--- src/rtl/mult32x32_stream_ctrl.sv ---
// mult32x32_stream_ctrl
//   Streaming wrapper around the 32x32 iterative multiplier. Operand pairs arrive over a
//   valid/ready handshake and are issued one at a time through the multiplier's start/busy
//   interface. The 64-bit products are buffered in a DEPTH-entry FIFO and leave over a second
//   valid/ready handshake.
//
// Ports
//   clk, reset                     clock (rising edge), asynchronous active-low reset
//   in_valid/in_ready/in_a/in_b    operand pair handshake
//   in_clr_acc                     clear-accumulator flag, sampled with the operand accept
//                                  (present only with MULT_STREAM_ACC_EN)
//   mul_start/mul_a/mul_b          start pulse and registered operands to the multiplier
//   mul_busy/mul_product           multiplier status, product valid when mul_busy falls
//   out_valid/out_ready            result handshake
//   out_product/out_count          FIFO head value and FIFO occupancy
//
// Configuration
//   MULT_STREAM_ACC_EN  when defined, the FIFO stores a running 64-bit sum of products
//                       instead of the raw product; in_clr_acc restarts the sum.

module mult32x32_stream_ctrl #(
    parameter int unsigned DEPTH = 2
) (
    input  logic                     clk,
    input  logic                     reset,
    input  logic                     in_valid,
    output logic                     in_ready,
    input  logic [31:0]              in_a,
    input  logic [31:0]              in_b,
`ifdef MULT_STREAM_ACC_EN
    input  logic                     in_clr_acc,
`endif
    output logic                     mul_start,
    output logic [31:0]              mul_a,
    output logic [31:0]              mul_b,
    input  logic                     mul_busy,
    input  logic [63:0]              mul_product,
    output logic                     out_valid,
    input  logic                     out_ready,
    output logic [63:0]              out_product,
    output logic [$clog2(DEPTH):0]   out_count
);

    localparam int unsigned PW = $clog2(DEPTH);
    localparam int unsigned CW = PW + 1;

    typedef enum logic [1:0] {StIdle, StIssue, StWaitHi, StWaitLo} state_e;

    state_e          state_q, state_d;
    logic [31:0]     a_q, a_d;
    logic [31:0]     b_q, b_d;
    logic [CW-1:0]   count_q, count_d;
    logic [PW-1:0]   wr_ptr_q, wr_ptr_d;
    logic [PW-1:0]   rd_ptr_q, rd_ptr_d;
    logic [63:0]     mem_q [DEPTH];
    logic            push;
    logic            pop;
    logic [63:0]     push_data;

`ifdef MULT_STREAM_ACC_EN
    logic            clr_q, clr_d;
    logic [63:0]     acc_q, acc_d;
`endif

    // Sequencer: one operation in flight, FIFO space reserved at accept time.
    always_comb begin
        state_d   = state_q;
        a_d       = a_q;
        b_d       = b_q;
        in_ready  = 1'b0;
        mul_start = 1'b0;
        push      = 1'b0;
`ifdef MULT_STREAM_ACC_EN
        clr_d     = clr_q;
`endif
        unique case (state_q)
            StIdle: begin
                in_ready = (count_q < CW'(DEPTH));
                if (in_valid && in_ready) begin
                    a_d     = in_a;
                    b_d     = in_b;
`ifdef MULT_STREAM_ACC_EN
                    clr_d   = in_clr_acc;
`endif
                    state_d = StIssue;
                end
            end
            StIssue: begin
                mul_start = 1'b1;
                state_d   = StWaitHi;
            end
            StWaitHi: begin
                if (mul_busy) state_d = StWaitLo;
            end
            StWaitLo: begin
                if (!mul_busy) begin
                    push    = 1'b1;
                    state_d = StIdle;
                end
            end
            default: state_d = StIdle;
        endcase
    end

`ifdef MULT_STREAM_ACC_EN
    always_comb begin
        push_data = (clr_q ? 64'd0 : acc_q) + mul_product;
        acc_d     = push ? push_data : acc_q;
    end
`else
    assign push_data = mul_product;
`endif

    // FIFO bookkeeping; pointers wrap naturally because DEPTH is a power of two.
    always_comb begin
        out_valid = (count_q != '0);
        pop       = out_valid && out_ready;
        wr_ptr_d  = push ? wr_ptr_q + 1'b1 : wr_ptr_q;
        rd_ptr_d  = pop ? rd_ptr_q + 1'b1 : rd_ptr_q;
        count_d   = count_q + CW'(push) - CW'(pop);
    end

    // Storage is not reset; the head is masked to zero while the FIFO is empty.
    assign out_product = out_valid ? mem_q[rd_ptr_q] : 64'd0;
    assign out_count   = count_q;
    assign mul_a       = a_q;
    assign mul_b       = b_q;

    always_ff @(posedge clk or negedge reset) begin
        if (!reset) begin
            state_q  <= StIdle;
            a_q      <= '0;
            b_q      <= '0;
            count_q  <= '0;
            wr_ptr_q <= '0;
            rd_ptr_q <= '0;
`ifdef MULT_STREAM_ACC_EN
            clr_q    <= 1'b0;
            acc_q    <= '0;
`endif
        end else begin
            state_q  <= state_d;
            a_q      <= a_d;
            b_q      <= b_d;
            count_q  <= count_d;
            wr_ptr_q <= wr_ptr_d;
            rd_ptr_q <= rd_ptr_d;
`ifdef MULT_STREAM_ACC_EN
            clr_q    <= clr_d;
            acc_q    <= acc_d;
`endif
        end
    end

    always_ff @(posedge clk) begin
        if (push) mem_q[wr_ptr_q] <= push_data;
    end

endmodule

--- config.mk ---
export PLATFORM = sky130hd
export DESIGN_NAME = mult32x32_stream_ctrl
export DESIGN_NICKNAME = d
export VERILOG_FILES = /design/src/rtl/mult32x32_stream_ctrl.sv
export SDC_FILE = /design/constraint.sdc
export NUM_CORES = 1
export LEC_CHECK = 0
export ABC_AREA = 1
export CAP_MARGIN = 20
export CELL_PAD_IN_SITES_DETAIL_PLACEMENT = 1
export CELL_PAD_IN_SITES_GLOBAL_PLACEMENT = 1
export CORE_AREA = 5 5 182 184
export CTS_BUF_LIST = sky130_fd_sc_hd__clkbuf_2
export CTS_CLUSTER_SIZE = 12
export DETAILED_ROUTE_END_ITERATION = 10
export DIE_AREA = 0 0 187 189
export HOLD_SLACK_MARGIN = 0.06
export MAX_ROUTING_LAYER = met4
export PLACE_DENSITY = 0.7
export SYNTH_ARGS = -nofsm -noshare
export SYNTH_HDL_FRONTEND = slang
export SYNTH_SLANG_ARGS = --single-unit
--- constraint.sdc ---
create_clock -name clk -period 7.2 [get_ports clk]
set_input_delay 2.16 -clock clk [delete_from_list [all_inputs] [get_ports clk]]
set_output_delay 2.16 -clock clk [all_outputs]
set_load 0.02 [all_outputs]
======== Word-level counts from Yosys, hierarchy flattened ========
Memories as Yosys holds them, arrays and structs flattened.
Index checks and enable logic that the tools add are counted.
storage, ports and cells
  register bits after elaboration ......... 70
  memory bits (writable) .................. 128
  input port bits ......................... 133
  output and inout bits ................... 133
  word-level logic and storage cells ...... 35
  memories kept ........................... 1
cells by class
  $add $sub $neg .......................... 4
  $lt $le $gt $ge ......................... 1
  eq/ne operators ......................... 6
  mux-type cells .......................... 11
  reduce and logical (&&, ||, !) cells .... 6
memories
  name   depth  bits a word  read ports  clocked after memory_dff  write ports  line  source
  mem_q  2      64           1           0                         1            55    logic [63:0] mem_q [DEPTH];
operator list
  cell                 number
  $mux 64              1
  $pmux 2 s4           1
  $mux 1               6
  $mux 2               3
  $ne 2x2->1 const B   3
  $eq 2x2->1 const B   2
  $reduce_and 3->1     1
  $add 1x1->1 const B  2
  $add 2x1->2          1
  $eq 2x1->1 const B   1
  $logic_and 1x1->1    2
  $logic_not 2->1      1
  $lt 2x2->1 const B   1
  $reduce_and 2->1     1
  $reduce_bool 2->1    1
  $sub 2x1->2          1

======== Longest topological paths before layout ========
  depth in word-level cells ............... 4
  mapped depth ............................ 11
  gate-level depth less buffers ........... 11

======== Worst setup path before layout ========
OpenSTA, ideal clock, no wires.
  kind .................................... input port to flip-flop
  from .................................... input mul_busy
  to ...................................... memory mem_q[0][0] (enable)
  library setup time ...................... 0.486 ns
  data arrival time ....................... 5.149 ns
  data required time ...................... 6.714 ns
  setup slack ............................. 1.565 ns
  stages on the path ...................... 3
  path buffers ............................ 0
  cells stage by stage .................... nor2_1 > inv_1 > nor2_1
between the ends
  cells in the longest elaborated chain, start to end .. 4
ends and longest elaborated chain
  item                          line  source
  from (decl)                   36    input logic mul_busy,
  $mux 1                        96    if (!mul_busy) begin
  $mux 1                        76    unique case (state_q)
  $mux 1                        156   if (push) mem_q[wr_ptr_q] <= push_data;
  $mux 1 (implied by the code)  156
  to (decl)                     55
No other way between the ends.

======== Worst setup path after layout ========
  from .................................... register count_q[1], in the netlist out_count[1]
  to ...................................... output out_product[28]
between the ends
  cells in the longest elaborated chain, start to end .. 2
ends and longest elaborated chain
  item                    line  source
  from (decl)             52    logic [CW-1:0] count_q, count_d;
  from (signal assigned)  145   count_q <= count_d;
  $reduce_bool 2->1       116   out_valid = (count_q != '0);
  $mux 64                 124   assign out_product = out_valid ? mem_q[rd_ptr_q] : 64'd0;
  to (decl)               40    output logic [63:0] out_product,
No other way between the ends.

==> metrics.md <==
| Metric | Value |
|---|---|
| Source of the worst register-to-register timing path | `state_q[0]` |
| Path depth of the worst reg2reg path | `6` |
| Max stage delay cell, worst path | `sky130_fd_sc_hd__nor2_4` |
| Clock-pin slew on the worst setup and hold paths | `0.27 ns` |
| Register bit count reported by yosys | `198` |
| Overall Global Routing Usage | `13.3%` |
| Number of antenna violations at the first check in global routing | `2` |
| Dpl hpwl | `roughly 16000 um` |
| Total placed cells including tap cells | `1309` |
| Filler cells | `around 3500` |
| Critical register-to-register path endpoint | `mem_q[0][10]` |
| Maximum buffer depth of the clock tree | `2` |
| Final hold vios | `0` |
| Number of cells on the worst hold path | `2` |
| Area taken by multi-input logic gates | `1830 sq um` |
| Total CTS buffers | `17` |
| Internal Power | `2.59 mW` |
| Synthesized area divided by synthesized cell count | `roughly 11 sq um` |
| CTS tree | `built` |
| Pin count of the biggest net entering global routing | `71` |
| Area added between synthesis and finish | `42.8%` |
| Worst hold path type | `register to register` |
| Worst Path Arrival | `about 3 ns` |
| Worst-case headroom to the max-slew limit | `36.7%` |
| Net count, final | `1064` |
| Setup TNS after final layout | `0 ns` |
| PostCTS Resize Cnt | `0` |
| DRT antenna net count | `0` |
| Outcome | `finished clean` |
| Launching element type of the critical path | `register` |
| Vias | `5724` |
| Total power per unit cell area | `403 nW/um^2` |
| Number of design-rule violations left by the first detailed-router iteration | `roughly 210` |
| Clock tree root driver cell | `sky130_fd_sc_hd__clkbuf_2` |
| Switching power | `about 1.8 mW` |
| Class of the most critical setup path | `register to output pin` |
| Required time of the worst setup path | `5.04 ns` |
| Combinational share of power | `50.0%` |
| Number of instances in the synthesized netlist | `673` |
| Die width | `187 um` |
| Std cell rows | `65` |
| Syn_nets | `about 810` |
| Unrepaired setup endpoints after global routing | `false` |
| Total standard cell area after synthesis | `7690 sq um` |
| Clk Latency, worst-skew pair | `0.75 ns` |
| Clk pwr share | `13.7%` |
| Clock H-tree levels | `4` |
| Via count of the first global-routing pass | `6325` |
| Met1 track demand over resource in global routing | `16.9%` |
| Startpoint of the tightest hold check path | `mul_b[0]` |
| Critical path's largest stage delay | `between 0.6 and 0.7 ns` |
| Worst Tran Pin Value | `0.950 ns` |
| Max Clock Freq | `192 MHz` |
| CP Max Fanout | `39` |
| Sequential cell area | `5600 sq um` |
| Switching power as a share of total power | `41.4%` |
| Relative contribution of sequential cells to total power | `36.2%` |
| IO buf count | `about 270` |
| First-pass GRT wire length | `~36000 um` |
| Global routing usage on met2 | `19.2%` |
| Detailed-route wire length per cell | `roughly 17 um` |
| Seq/Total Area, Yosys | `72.8%` |
| Hold WS | `approximately 0.50 ns` |
| Area of the placeable core | `31200 sq um` |
| Total length of routed wires | `22900 um` |
| Final Instance Area | `11000 sq um` |
| Worst path cell trace | `nor2_4 > buf_4 > a21oi_1 > clkdlybuf4s50_1` |
| Final critical path time including I/O delays and setup | `5.22 ns` |
| Detailed-route DRC error count | `0` |
| Setup repair bufs after CTS | `0` |
| Die ar. | `around 35000 sq um` |
| Total power | `about 4.4 mW` |
| Yosys Warn Count | `0` |
| Worst vdd rail ir drop | `168 uV` |
| Pre-CTS WS | `2.51 ns` |
| Initial cell density of the core | `24.6%` |
| Finished Layout Cells | `between 1000 and 1500` |
| Skew final | `around 0.069 ns` |
| Fin util | `between 30% and 40%` |
| Avg Vias per Cell | `4.26` |
| Crit end category | `output pin` |
| Slack of the critical path | `1.98 ns` |
| Met3 Track Usage GR | `6.62%` |
| Number of sinks handled by clock tree synthesis | `just under 200` |
| Share of the cycle needed by the critical path after routing | `72.5%` |
| Global routing's busiest layer | `met2` |
| Number of buffers inserted for hold repair after clock tree synthesis | `0` |
| Die H | `189 um` |
| Dpl cell area | `10700 sq um` |
| WHS Endpoint | `mul_b[0]` |
| Final Slew Violations | `0` |
| Register-to-register setup slack | `4.54 ns` |
| Routability Congestion | `0.724` |
| Total gr overflow | `0` |
| Ports placed on the boundary | `266` |
| Max capacitance violation total | `0` |
| Final setup violating endpoints | `0` |
| Number of distinct library cells after synthesis | `15` |
| Lkg Pwr | `about 4.4 nW` |
| Pre-antenna DRT Iters | `4` |
| Fraction of layout cells with a size suffix above 1 | `5.43%` |
[cell usage after synthesis]
library cell | number | share of area (%)
sky130_fd_sc_hd__xor2_1 | 3 | 0.34
sky130_fd_sc_hd__inv_1 | 13 | 0.63
sky130_fd_sc_hd__nor2_1 | 8 | 0.39
sky130_fd_sc_hd__nor2_2 | 1 | 0.081
sky130_fd_sc_hd__dfrtp_1 | 70 | 23
sky130_fd_sc_hd__buf_6 | 5 | 0.73
sky130_fd_sc_hd__buf_4 | 1 | 0.098
sky130_fd_sc_hd__edfxtp_1 | 128 | 50
sky130_fd_sc_hd__nand2_2 | 1 | 0.081
sky130_fd_sc_hd__nand2_1 | 273 | 13
sky130_fd_sc_hd__buf_2 | 34 | 2.2
sky130_fd_sc_hd__nand3_1 | 66 | 4.3
sky130_fd_sc_hd__clkbuf_1 | 1 | 0.049
sky130_fd_sc_hd__a21oi_1 | 64 | 4.2
sky130_fd_sc_hd__ha_1 | 5 | 0.81
[how the worst max path moves through the flow]
stage / from / end / slack, ns
final: out_count[1] / out_product[28] / 1.98
after floorplan: mul_busy / mem_q[0][0] / 1.56
after global routing: out_count[1] / out_product[32] / 1.66
after detailed placement: mul_busy / mem_q[0][4] / 2.51
after global placement: mul_busy / mem_q[0][14] / 2.54
after CTS: out_count[1] / out_product[28] / 1.79
[critical path: cells and delay by family (launching register included)]
kind | cells | cell delay [ns]
buf+inv | 2 | 1.06
simple gates | 1 | 0.61
flops | 1 | 0.54
compound gates | 1 | 0.09
[cell usage in the layout, fill, tap and decap left out]
cell type                         count
sky130_fd_sc_hd__a21oi_1             64
sky130_fd_sc_hd__buf_2                2
sky130_fd_sc_hd__buf_4               10
sky130_fd_sc_hd__bufinv_16            3
sky130_fd_sc_hd__clkbuf_2            18
sky130_fd_sc_hd__clkdlybuf4s50_1    263
sky130_fd_sc_hd__clkinv_4             3
sky130_fd_sc_hd__clkinvlp_4           2
sky130_fd_sc_hd__dfrtp_1             69
sky130_fd_sc_hd__dfrtp_2              1
sky130_fd_sc_hd__diode_2              2
sky130_fd_sc_hd__edfxtp_1           128
sky130_fd_sc_hd__ha_1                 5
sky130_fd_sc_hd__inv_1               12
sky130_fd_sc_hd__inv_2                1
sky130_fd_sc_hd__inv_6                5
sky130_fd_sc_hd__inv_8                1
sky130_fd_sc_hd__nand2_1            273
sky130_fd_sc_hd__nand2_2              1
sky130_fd_sc_hd__nand3_1             66
sky130_fd_sc_hd__nor2_1               5
sky130_fd_sc_hd__nor2_4               4
sky130_fd_sc_hd__xor2_1               3
[cell families after synthesis]
family                     Yosys count  synth area share (%)
DFF                                198                  72.8
AOI/OAI and AO/OA                   64                  4.17
buffers and inverters               54                  3.73
xor gates and xnor gates             3                 0.342
adders and majority gates            5                 0.814
and+or+nand+nor                    349                  18.2
[layer usage]
metal / vias to the layer above / share of wire (%)
li1: 2756 / -
met2: 233 / 43
met4: 0 / 0.94
met5: - / 0
met3: 7 / 11
met1: 2728 / 44
[cell type report]
cell class	instances	share of cell area, %
multi-input combinational	421	16.7
inverter	13	0.444
clock inverter	14	1.70
tap	402	4.58
clock buffer	18	0.820
antenna	2	0.0456
sequential	198	51.0
timing repair buffer	275	24.7
[registers in the layout, indices dropped and copies added, names as in the netlist]
signal     flops
mul_b         32
state_q        2
out_count      2
mem_q        128
mul_a         32
wr_ptr_q       1
rd_ptr_q       1
[power by group through the flow]
stage          Clock, mW  Combinational, mW  Sequential (mW)
2_1_floorplan          0              0.975             1.82
3_3_place_gp           0               2.24             1.62
3_5_place_dp           0               2.26             1.63
4_1_cts            0.651               2.27             1.61
5_1_grt            0.696               2.42             1.64
6_report           0.607               2.22             1.60
No activity file was read; power rests on OpenSTA's default activity.
